<file path="config.mk">
export PLATFORM = sky130hd
export DESIGN_NAME = uart_rx_fifo
export DESIGN_NICKNAME = d
export VERILOG_FILES = /design/src/rtl/uart_rx_fifo.sv
export SDC_FILE = /design/constraint.sdc
export NUM_CORES = 1
export LEC_CHECK = 0
export ABC_AREA = 1
export CAP_MARGIN = 40
export CORE_ASPECT_RATIO = 0.7
export CORE_MARGIN = 2
export CORE_UTILIZATION = 28
export CTS_CLUSTER_SIZE = 40
export DETAILED_ROUTE_END_ITERATION = 8
export DONT_BUFFER_PORTS = 1
export GPL_ROUTABILITY_DRIVEN = 1
export PLACE_DENSITY = 0.51
export SYNTH_ARGS = -nofsm -noshare
export SYNTH_HDL_FRONTEND = slang
export SYNTH_SLANG_ARGS = --single-unit
</file>
<file path="constraint.sdc">
create_clock -name clk_i -period 5.3 [get_ports clk_i]
set_clock_uncertainty 0.05 [all_clocks]
set_input_delay 1.06 -clock clk_i [delete_from_list [all_inputs] [get_ports clk_i]]
set_output_delay 1.06 -clock clk_i [all_outputs]
set_load 0.01 [all_outputs]
</file>
<file path="src/rtl/uart_rx_fifo.sv">
// Byte FIFO between a UART receiver and a loader/RAM writer.
// First-word-fall-through output, sticky overflow flag, synchronous flush.
module uart_rx_fifo #(
    parameter int unsigned DATA_WIDTH = 8,
    parameter int unsigned DEPTH      = 16
) (
    input  logic                         clk_i,
    input  logic                         rst_n_i,
    input  logic                         flush_i,
    input  logic [DATA_WIDTH-1:0]        in_data_i,
    input  logic                         in_data_vld_i,
    output logic                         in_data_rdy_o,
    output logic [DATA_WIDTH-1:0]        out_data_o,
    output logic                         out_data_vld_o,
    input  logic                         out_data_rdy_i,
    output logic [$clog2(DEPTH):0]       level_o,
    output logic                         overflow_o
);

    localparam int unsigned PTR_W = $clog2(DEPTH);
    localparam int unsigned LVL_W = PTR_W + 1;

    logic [DATA_WIDTH-1:0] r_mem [DEPTH];
    logic [PTR_W-1:0]      r_wr_ptr;
    logic [PTR_W-1:0]      r_rd_ptr;
    logic [LVL_W-1:0]      r_level;
    logic                  r_overflow;

    logic w_full;
    logic w_empty;
    logic w_push;
    logic w_pop;

    // Handshake flags depend only on registered occupancy.
    assign w_full  = (r_level == LVL_W'(DEPTH));
    assign w_empty = (r_level == '0);
    assign w_push  = in_data_vld_i && !w_full;
    assign w_pop   = !w_empty && out_data_rdy_i;

    assign in_data_rdy_o  = !w_full;
    assign out_data_vld_o = !w_empty;
    assign out_data_o     = r_mem[r_rd_ptr];
    assign level_o        = r_level;
    assign overflow_o     = r_overflow;

    // Storage is deliberately left out of reset.
    always_ff @(posedge clk_i) begin
        if (w_push && !flush_i) begin
            r_mem[r_wr_ptr] <= in_data_i;
        end
    end

    always_ff @(posedge clk_i or negedge rst_n_i) begin
        if (!rst_n_i) begin
            r_wr_ptr   <= '0;
            r_rd_ptr   <= '0;
            r_level    <= '0;
            r_overflow <= 1'b0;
        end else if (flush_i) begin
            r_wr_ptr   <= '0;
            r_rd_ptr   <= '0;
            r_level    <= '0;
            r_overflow <= 1'b0;
        end else begin
            if (w_push) begin
                r_wr_ptr <= PTR_W'(r_wr_ptr + PTR_W'(1));
            end
            if (w_pop) begin
                r_rd_ptr <= PTR_W'(r_rd_ptr + PTR_W'(1));
            end
            case ({w_push, w_pop})
                2'b10:   r_level <= LVL_W'(r_level + LVL_W'(1));
                2'b01:   r_level <= LVL_W'(r_level - LVL_W'(1));
                default: r_level <= r_level;
            endcase
            // Sticky until flush or reset: a byte was offered while full.
            if (in_data_vld_i && w_full) begin
                r_overflow <= 1'b1;
            end
        end
    end

endmodule

</file>
Yosys cells after proc, flatten, opt, wreduce, memory -nomap -nowiden. Memory sizes are Yosys's and may differ from the RTL's. Index checks and enable logic that the tools add are counted.

Latch bits: 0. Logic and storage cells: 34. Output and inout bits: 16. ROM bits: 0. Bits in writable memories: 128. Register bits after elaboration: 14. Memories kept: 1. Input port bits: 13.

Multipliers: 0. Reductions and logical operators: 12. Shift operators: 0. Mux-type cells: 10. Bitwise logic cells: 0. Divide/modulo/power cells: 0. Eq/ne operators: 3. Add/sub/neg operators: 4. $lt $le $gt $ge: 0.

Memory list: r_mem (words 16, width 8, rd ports 1, clocked after memory_dff 0, wr ports 1, RTL line 23) `logic [DATA_WIDTH-1:0] r_mem [DEPTH];`.

Operator list (number): 4-bit two-way mux (4); 5-bit one-hot mux with 2 select lines (1); 4-bit by 1-bit adder with 4-bit output (second input constant) (2); 2-bit nonzero test (3); 5-bit by 1-bit adder with 5-bit output (second input constant) (1); 5-bit == test (second input constant) (1); 5-bit logical NOT (1); 5-bit two-way mux (1); 5-bit by 1-bit subtractor with 5-bit output (second input constant) (1); 1-bit logical AND (4); 1-bit two-way mux (4); 1-bit logical NOT (3); 3-bit nonzero test (1); 2-bit by 1-bit == test with 1-bit output (second input constant) (1); 2-bit == test (second input constant) (1).

Depth between registers and ports, before layout. Gate-level depths: netlist (run 1).

Word-level depth: 6. Mapped depth: 16. Depth with buffers taken out: 16.

Worst setup path before layout (run 1). Ideal clock, no wire load.

Kind: register to output. Start point: register r_rd_ptr[0]. End point: output out_data_o[5]. Data required time: 4.190 ns. Data arrival time: 1.331 ns. Slack: 2.859 ns. Stages on the path, launching flop included: 8. Path buffers: 2. Cells stage by stage: dfrtp_1 > inv_1 > buf_2 > clkbuf_1 > nor2_1 > o221ai_1 > o211ai_1 > nand2_1.

Longest elaborated chain between the ends: 1.

RTL lines: start, declared (RTL line 25) `logic [PTR_W-1:0] r_rd_ptr;`; start signal, assigned (RTL line 69) `r_rd_ptr <= PTR_W'(r_rd_ptr + PTR_W'(1));`; memory 16 x 8 bit; end, declared (RTL line 13) `output logic [DATA_WIDTH-1:0] out_data_o,`.

No other way between the ends.

Worst setup path after layout (run 1).
Start point: register r_rd_ptr[1]. End point: output out_data_o[6].

Same word-level chain as after synthesis.

==> impl_metrics.env, run 1 <==
export IMPL_crit_path_end_kind="output pin"
export IMPL_critPathKind="flop to output pin"
export IMPL_hold_class="input pin to async pin"
export IMPL_cts_made_buffers=17
export IMPL_worstSetupStartpoint="r_rd_ptr[1]"
export IMPL_fillers=2060
export IMPL_finalNonFillerCells=783
export IMPL_grt_pass1_vias=3647
export IMPL_antennaDiodeCount=0
export IMPL_port_buffers=0
export IMPL_vdd_drop_max_uv=230.2
export IMPL_postCtsSetupBuffers=0
export IMPL_ant_nets=0
export IMPL_cts_max_level=4
export IMPL_syn2layout_area_growth_pct=18.24
export IMPL_clock_path_buffers=2
export IMPL_synth_seq_cells=142
export IMPL_status="finished clean"
export IMPL_wl_um=15100
export IMPL_placed_area_um2=6389
export IMPL_leakage_nw=2.376
export IMPL_clock_latency_ns=0.42
export IMPL_pre_cts_ws_ns=2.456
export IMPL_fin_setup_tns_ns=0
export IMPL_die_area_um2=22320
export IMPL_path_cells="buf_4 -> inv_1 -> buf_16 -> o21ai_0 -> o221ai_1 -> o211ai_1 -> nand2_1"
export IMPL_dp_cells=751
export IMPL_viasPerCell=4.909
export IMPL_final_layout_size_suffix_gt1_frac=0.1282
export IMPL_crit_path_start_kind="flop"
export IMPL_period_share=0.6284
export IMPL_timing_max_cap_violations=0
export IMPL_mostFrequentLayoutCell="edfxtp_1"
export IMPL_path_max_fanout=34
export IMPL_max_freq_ghz=0.3003
export IMPL_cts_sinks=142
export IMPL_stdcell_area_um2=6993
export IMPL_start_util=0.2857
export IMPL_r2r_start="level_o[0]"
export IMPL_syn_inst=479
export IMPL_drc_errors=0
export IMPL_place_gp_congestion=0.7151
export IMPL_num_io_pins=29
export IMPL_root_buffer="clkbuf_16"
export IMPL_layout_common_cells="edfxtp_1, nor2_1, o21ai_0"
export IMPL_hold_viol=0
export IMPL_cts_resized=0
export IMPL_core_um2=20700
export IMPL_tightest_slew_ns=0.7498
export IMPL_track_usage=0.1408
export IMPL_drt_wirelength_per_cell_um=19.29
export IMPL_period_minus_slack_ns=3.330
export IMPL_setup_viol_count_final=0
export IMPL_ys_warn_count=0
export IMPL_seq_area_frac_synth=0.7091
export IMPL_synthesis_nets=499
export IMPL_die_x_um=177.7
export IMPL_max_slew_margin=0.4983
export IMPL_cp_slowest_cell="inv_1"
export IMPL_cp_required_ns=4.19
export IMPL_netlist_area_um2=5914
export IMPL_final_nets=514
export IMPL_yosys_cell_types_count=29
export IMPL_slew_viol_final=0
export IMPL_critPathMaxStageDelay_ns=0.37
export IMPL_drt_pass1_iter_count=5
export IMPL_arrival_ns=2.22
export IMPL_antenna_found_initial=0
export IMPL_hold_buffers=0
export IMPL_finalPower_mw=3.304
export IMPL_drtIter0Drc=425
export IMPL_grt_pass1_wl_um=22600
export IMPL_p_per_area_nw_per_um2=472.5
export IMPL_die_h_um=125.6
export IMPL_grt_max_degree=67
export IMPL_hold_slack_ns=0.2748
export IMPL_gr_total_overflow=0
export IMPL_rsz0062_at_grt="no"
export IMPL_vias=3844
export IMPL_row_count=44
export IMPL_clk_pin_slew_ns=0.06
export IMPL_cts_tree="yes"
export IMPL_dp_hpwl_um=9696
export IMPL_synth_area_per_cell_um2=12.35
export IMPL_fin_ws_ns=1.970
export IMPL_fin_util=0.3378
[registers in the layout (all words and copies together) (netlist names)]
| register | cells |
|---|---|
| r_rd_ptr | 4 |
| level_o | 5 |
| overflow_o | 1 |
| r_mem | 128 |
| r_wr_ptr | 4 |
[synthesized netlist by cell type]
cell type / instances / area [um^2]
nand3_2: 3 / 30.03
buf_2: 2 / 10.01
buf_1: 1 / 3.750
nor2_2: 1 / 6.260
o221ai_1: 25 / 219.0
clkbuf_1: 22 / 82.58
o21bai_1: 1 / 7.510
inv_1: 21 / 78.83
nand3_1: 23 / 115.1
dfrtp_1: 14 / 350.3
ha_1: 7 / 87.58
o22ai_1: 7 / 43.79
nor2_1: 85 / 319.1
nor3_1: 3 / 15.01
o211ai_1: 7 / 52.55
o21ai_1: 2 / 10.01
nor2_4: 3 / 33.78
o21a_1: 1 / 7.510
o21ai_0: 73 / 365.4
nand2_2: 1 / 6.260
nand2_1: 35 / 131.4
edfxtp_1: 128 / 3844
nand2_4: 3 / 33.78
a211oi_1: 1 / 7.510
xor2_1: 1 / 8.760
nand4_1: 1 / 6.260
inv_4: 1 / 6.260
a21oi_1: 5 / 25.02
inv_2: 2 / 7.510
[path summary, 6_finish.rpt]
kind | depth (start not counted) | endpoint | slack, ns
setup / recovery | 7 | out_data_o[6] | 1.97
min in group clk_i | 2 | overflow_o | 0.51
hold reg to reg | 2 | overflow_o | 0.51
max in group asynchronous | 0 | r_rd_ptr[0] | 4.84
hold / removal | 0 | level_o[1] | 0.27
setup reg to reg | 7 | r_mem[13][6] | 3.01
[area by class of cell]
cell class                 count  area (um^2)  share of cell area
sequential                   142         4195              0.5999
multi-input combinational    288         1531              0.2190
clock buffer                  19        432.9             0.06191
tap                          276        345.3             0.04938
timing repair buffer          21        224.0             0.03203
clock inverter                13        171.4             0.02451
inverter                      24        92.59             0.01324
[per-layer routing]
layer / wire length, um / part of all wire / global-route usage
met1: 7104 / 0.47 / 0.1977
met2: 6633 / 0.44 / 0.2025
met3: 1129 / 0.075 / 0.04288
met4: 234 / 0.015 / 0.05593
met5: 0 / 0 / 0
[logic make-up (layout without fill, tap and decap cells)]
family / after synthesis / in the layout / synth area share
simple gates: 158 / 158 / 0.1178
xor+xnor: 1 / 1 / 0.001481
compound gates: 122 / 122 / 0.1248
fa+ha+maj: 7 / 7 / 0.01481
buf+inv: 49 / 77 / 0.03195
flops: 142 / 142 / 0.7091
[worst max-delay path, delay by kind of cell, from the launching register on]
kind,cells,cell delay [ns]
flops,1,0.35
simple gates,1,0.21
compound gates,3,0.40
buf+inv,3,0.83
[power breakdown]
group | switching, mW | internal (mW) | leakage, nW
Clock | 0.438 | 0.780 | 0.292
Combinational | 0.544 | 0.240 | 0.742
Sequential | 0.0438 | 1.26 | 1.34
Total | 1.03 | 2.28 | 2.38
Note: power is estimated with default switching activity, not from simulation.
==> run 2: changes to the inputs <==
--- a/config.mk
+++ b/config.mk
@@ -14,7 +14,7 @@
 export DETAILED_ROUTE_END_ITERATION = 8
 export DONT_BUFFER_PORTS = 1
 export GPL_ROUTABILITY_DRIVEN = 1
-export PLACE_DENSITY = 0.51
+export PLACE_DENSITY = 0.53
 export SYNTH_ARGS = -nofsm -noshare
 export SYNTH_HDL_FRONTEND = slang
 export SYNTH_SLANG_ARGS = --single-unit
==> constraint.sdc (replaced) <==
create_clock -name clk_i -period 2.84 [get_ports clk_i]
set_clock_uncertainty 0.05 [all_clocks]
set_input_delay 0.568 -clock clk_i [delete_from_list [all_inputs] [get_ports clk_i]]
set_output_delay 0.568 -clock clk_i [all_outputs]
set_load 0.01 [all_outputs]
==> run 2 against run 1 <==
Against the previous run: register-to-register slack lost 2.3 ns; flip-flop and latch count is the same; via count shrank 0.18%; final cell count grew 0.51%; sequential power grew 87%; sequential share of layout area grew 0.43 points; core utilization shrank 0.24 points; first-iteration DRC count shrank 1.9%; critical path type unchanged; largest power group unchanged; highest routed layer unchanged.
==> impl_metrics.env, run 2 (synthesis results as in run 1) <==
export IMPL_status="finished clean"
export IMPL_min_path_cells=1
export IMPL_crit_path_start_kind="flop"
export IMPL_viasPerCell=4.875
export IMPL_clock_latency_ns=0.41
export IMPL_place_gp_congestion=0.7411
export IMPL_path_max_fanout=65
export IMPL_hold_slack_ns=0.1611
export IMPL_fillers=2038
export IMPL_cp_slowest_cell="dfrtp_2"
export IMPL_period_share=0.8783
export IMPL_crit_path_end_kind="output pin"
export IMPL_ant_nets=0
export IMPL_cp_required_ns=2.22
export IMPL_vias=3837
export IMPL_hold_class="input pin to flop"
export IMPL_fin_util=0.3354
export IMPL_dp_hpwl_um=9028
export IMPL_timing_rr_end="level_o[2]"
export IMPL_arrival_ns=1.88
export IMPL_stdcell_area_um2=6943
export IMPL_track_usage=0.1362
export IMPL_grt_pass1_wl_um=22220
export IMPL_core_um2=20700
export IMPL_mostFrequentLayoutCell="edfxtp_1"
export IMPL_clk_pin_slew_ns=0.06
export IMPL_cts_tree="yes"
export IMPL_port_buffers=0
export IMPL_r2r_start="level_o[0]"
export IMPL_tightest_slew_ns=0.7556
export IMPL_antennaDiodeCount=0
export IMPL_grt_pass1_vias=3685
export IMPL_path_cells="clkinv_1 -> buf_12 -> o21ai_0 -> o221ai_1 -> nand3_1 -> nand2_1"
export IMPL_postCtsSetupBuffers=0
export IMPL_gr_total_overflow=0
export IMPL_finalPower_mw=6.050
export IMPL_die_h_um=125.6
export IMPL_die_area_um2=22320
export IMPL_row_count=44
export IMPL_antenna_found_initial=0
export IMPL_root_buffer="clkbuf_16"
export IMPL_cts_resized=0
export IMPL_num_io_pins=29
export IMPL_placed_area_um2=6370
export IMPL_drt_pass1_iter_count=5
export IMPL_layout_common_cells="edfxtp_1, nor2_1, o21ai_0"
export IMPL_dr_wl_met3_um=1104
export IMPL_vdd_drop_max_uv=415.5
export IMPL_regToRegSetupSlack_ns=0.72
export IMPL_cts_max_level=4
export IMPL_final_nets=518
export IMPL_hold_buffers=1
export IMPL_period_minus_slack_ns=2.495
export IMPL_die_x_um=177.7
export IMPL_p_per_area_nw_per_um2=871.4
export IMPL_cts_made_buffers=17
export IMPL_largest_register="r_mem"
export IMPL_drt_wirelength_per_cell_um=18.79
export IMPL_rsz0062_at_grt="no"
export IMPL_hp_start="flush_i"
export IMPL_slew_viol_final=0
export IMPL_max_freq_ghz=0.4009
export IMPL_dp_cells=754
export IMPL_largest_reg_flops=128
export IMPL_syn2layout_area_growth_pct=17.39
export IMPL_leakage_nw=2.361
export IMPL_cts_sinks=142
export IMPL_hold_end="overflow_o"
export IMPL_drt_met1_wl_um=7124
export IMPL_maxUsedRoutingLayer="met4"
export IMPL_wl_um=14790
export IMPL_clock_path_buffers=2
export IMPL_final_layout_size_suffix_gt1_frac=0.1350
export IMPL_max_slew_margin=0.4946
export IMPL_timing_max_cap_violations=0
export IMPL_hold_viol=0
export IMPL_drc_errors=0
export IMPL_grt_max_degree=66
export IMPL_fin_setup_tns_ns=0
export IMPL_timing_reg2reg_worst_path_depth=14
export IMPL_start_util=0.2857
export IMPL_drtIter0Drc=417
export IMPL_pre_cts_ws_ns=0.7299
export IMPL_setup_viol_count_final=0
export IMPL_wl_met2_um=6369
export IMPL_fin_ws_ns=0.3455
export IMPL_critPathKind="flop to output pin"
export IMPL_finalNonFillerCells=787
export IMPL_critPathMaxStageDelay_ns=0.42
## run 2: area by class of cell
type	count	area, um^2	area share
tap	276	345.3	0.04974
inverter	24	92.59	0.01334
clock buffer	18	429.2	0.06181
multi-input combinational	288	1531	0.2206
clock inverter	14	133.9	0.01928
sequential	142	4195	0.6043
timing repair buffer	25	215.2	0.03100
## run 2: critical path: cells and delay by family (launching register included)
family                 cells  cell delay, ns
AO/OA/AOI/OAI              2            0.41
buffers and inverters      2            0.35
flip-flops                 1            0.42
AND/OR/NAND/NOR            2            0.28
## run 2: per-layer routing
| layer | vias up | track usage |
|---|---|---|
| li1 | 1803 | - |
| met1 | 1897 | 0.1960 |
| met2 | 121 | 0.1968 |
| met3 | 16 | 0.04349 |
| met4 | 0 | 0.03761 |
| met5 | - | 0 |
## run 2: worst max path at each step
stage	cells after the start	startpoint	endpoint	slack, ns
after floorplan	7	r_rd_ptr[0]	out_data_o[5]	0.89
after detailed placement	14	level_o[0]	level_o[2]	0.73
final	6	r_rd_ptr[0]	out_data_o[4]	0.35
after global placement	4	r_rd_ptr[2]	out_data_o[0]	0.77
after CTS	4	r_rd_ptr[2]	out_data_o[0]	0.31
after global routing	6	r_rd_ptr[1]	out_data_o[0]	0.21
## run 2: power breakdown
| group | total (mW) | internal (mW) | switching [mW] |
|---|---|---|---|
| registers | 2.43 | 2.35 | 0.0862 |
| logic | 1.51 | 0.449 | 1.06 |
| clock network | 2.11 | 1.22 | 0.885 |
| total | 6.05 | 4.02 | 2.03 |
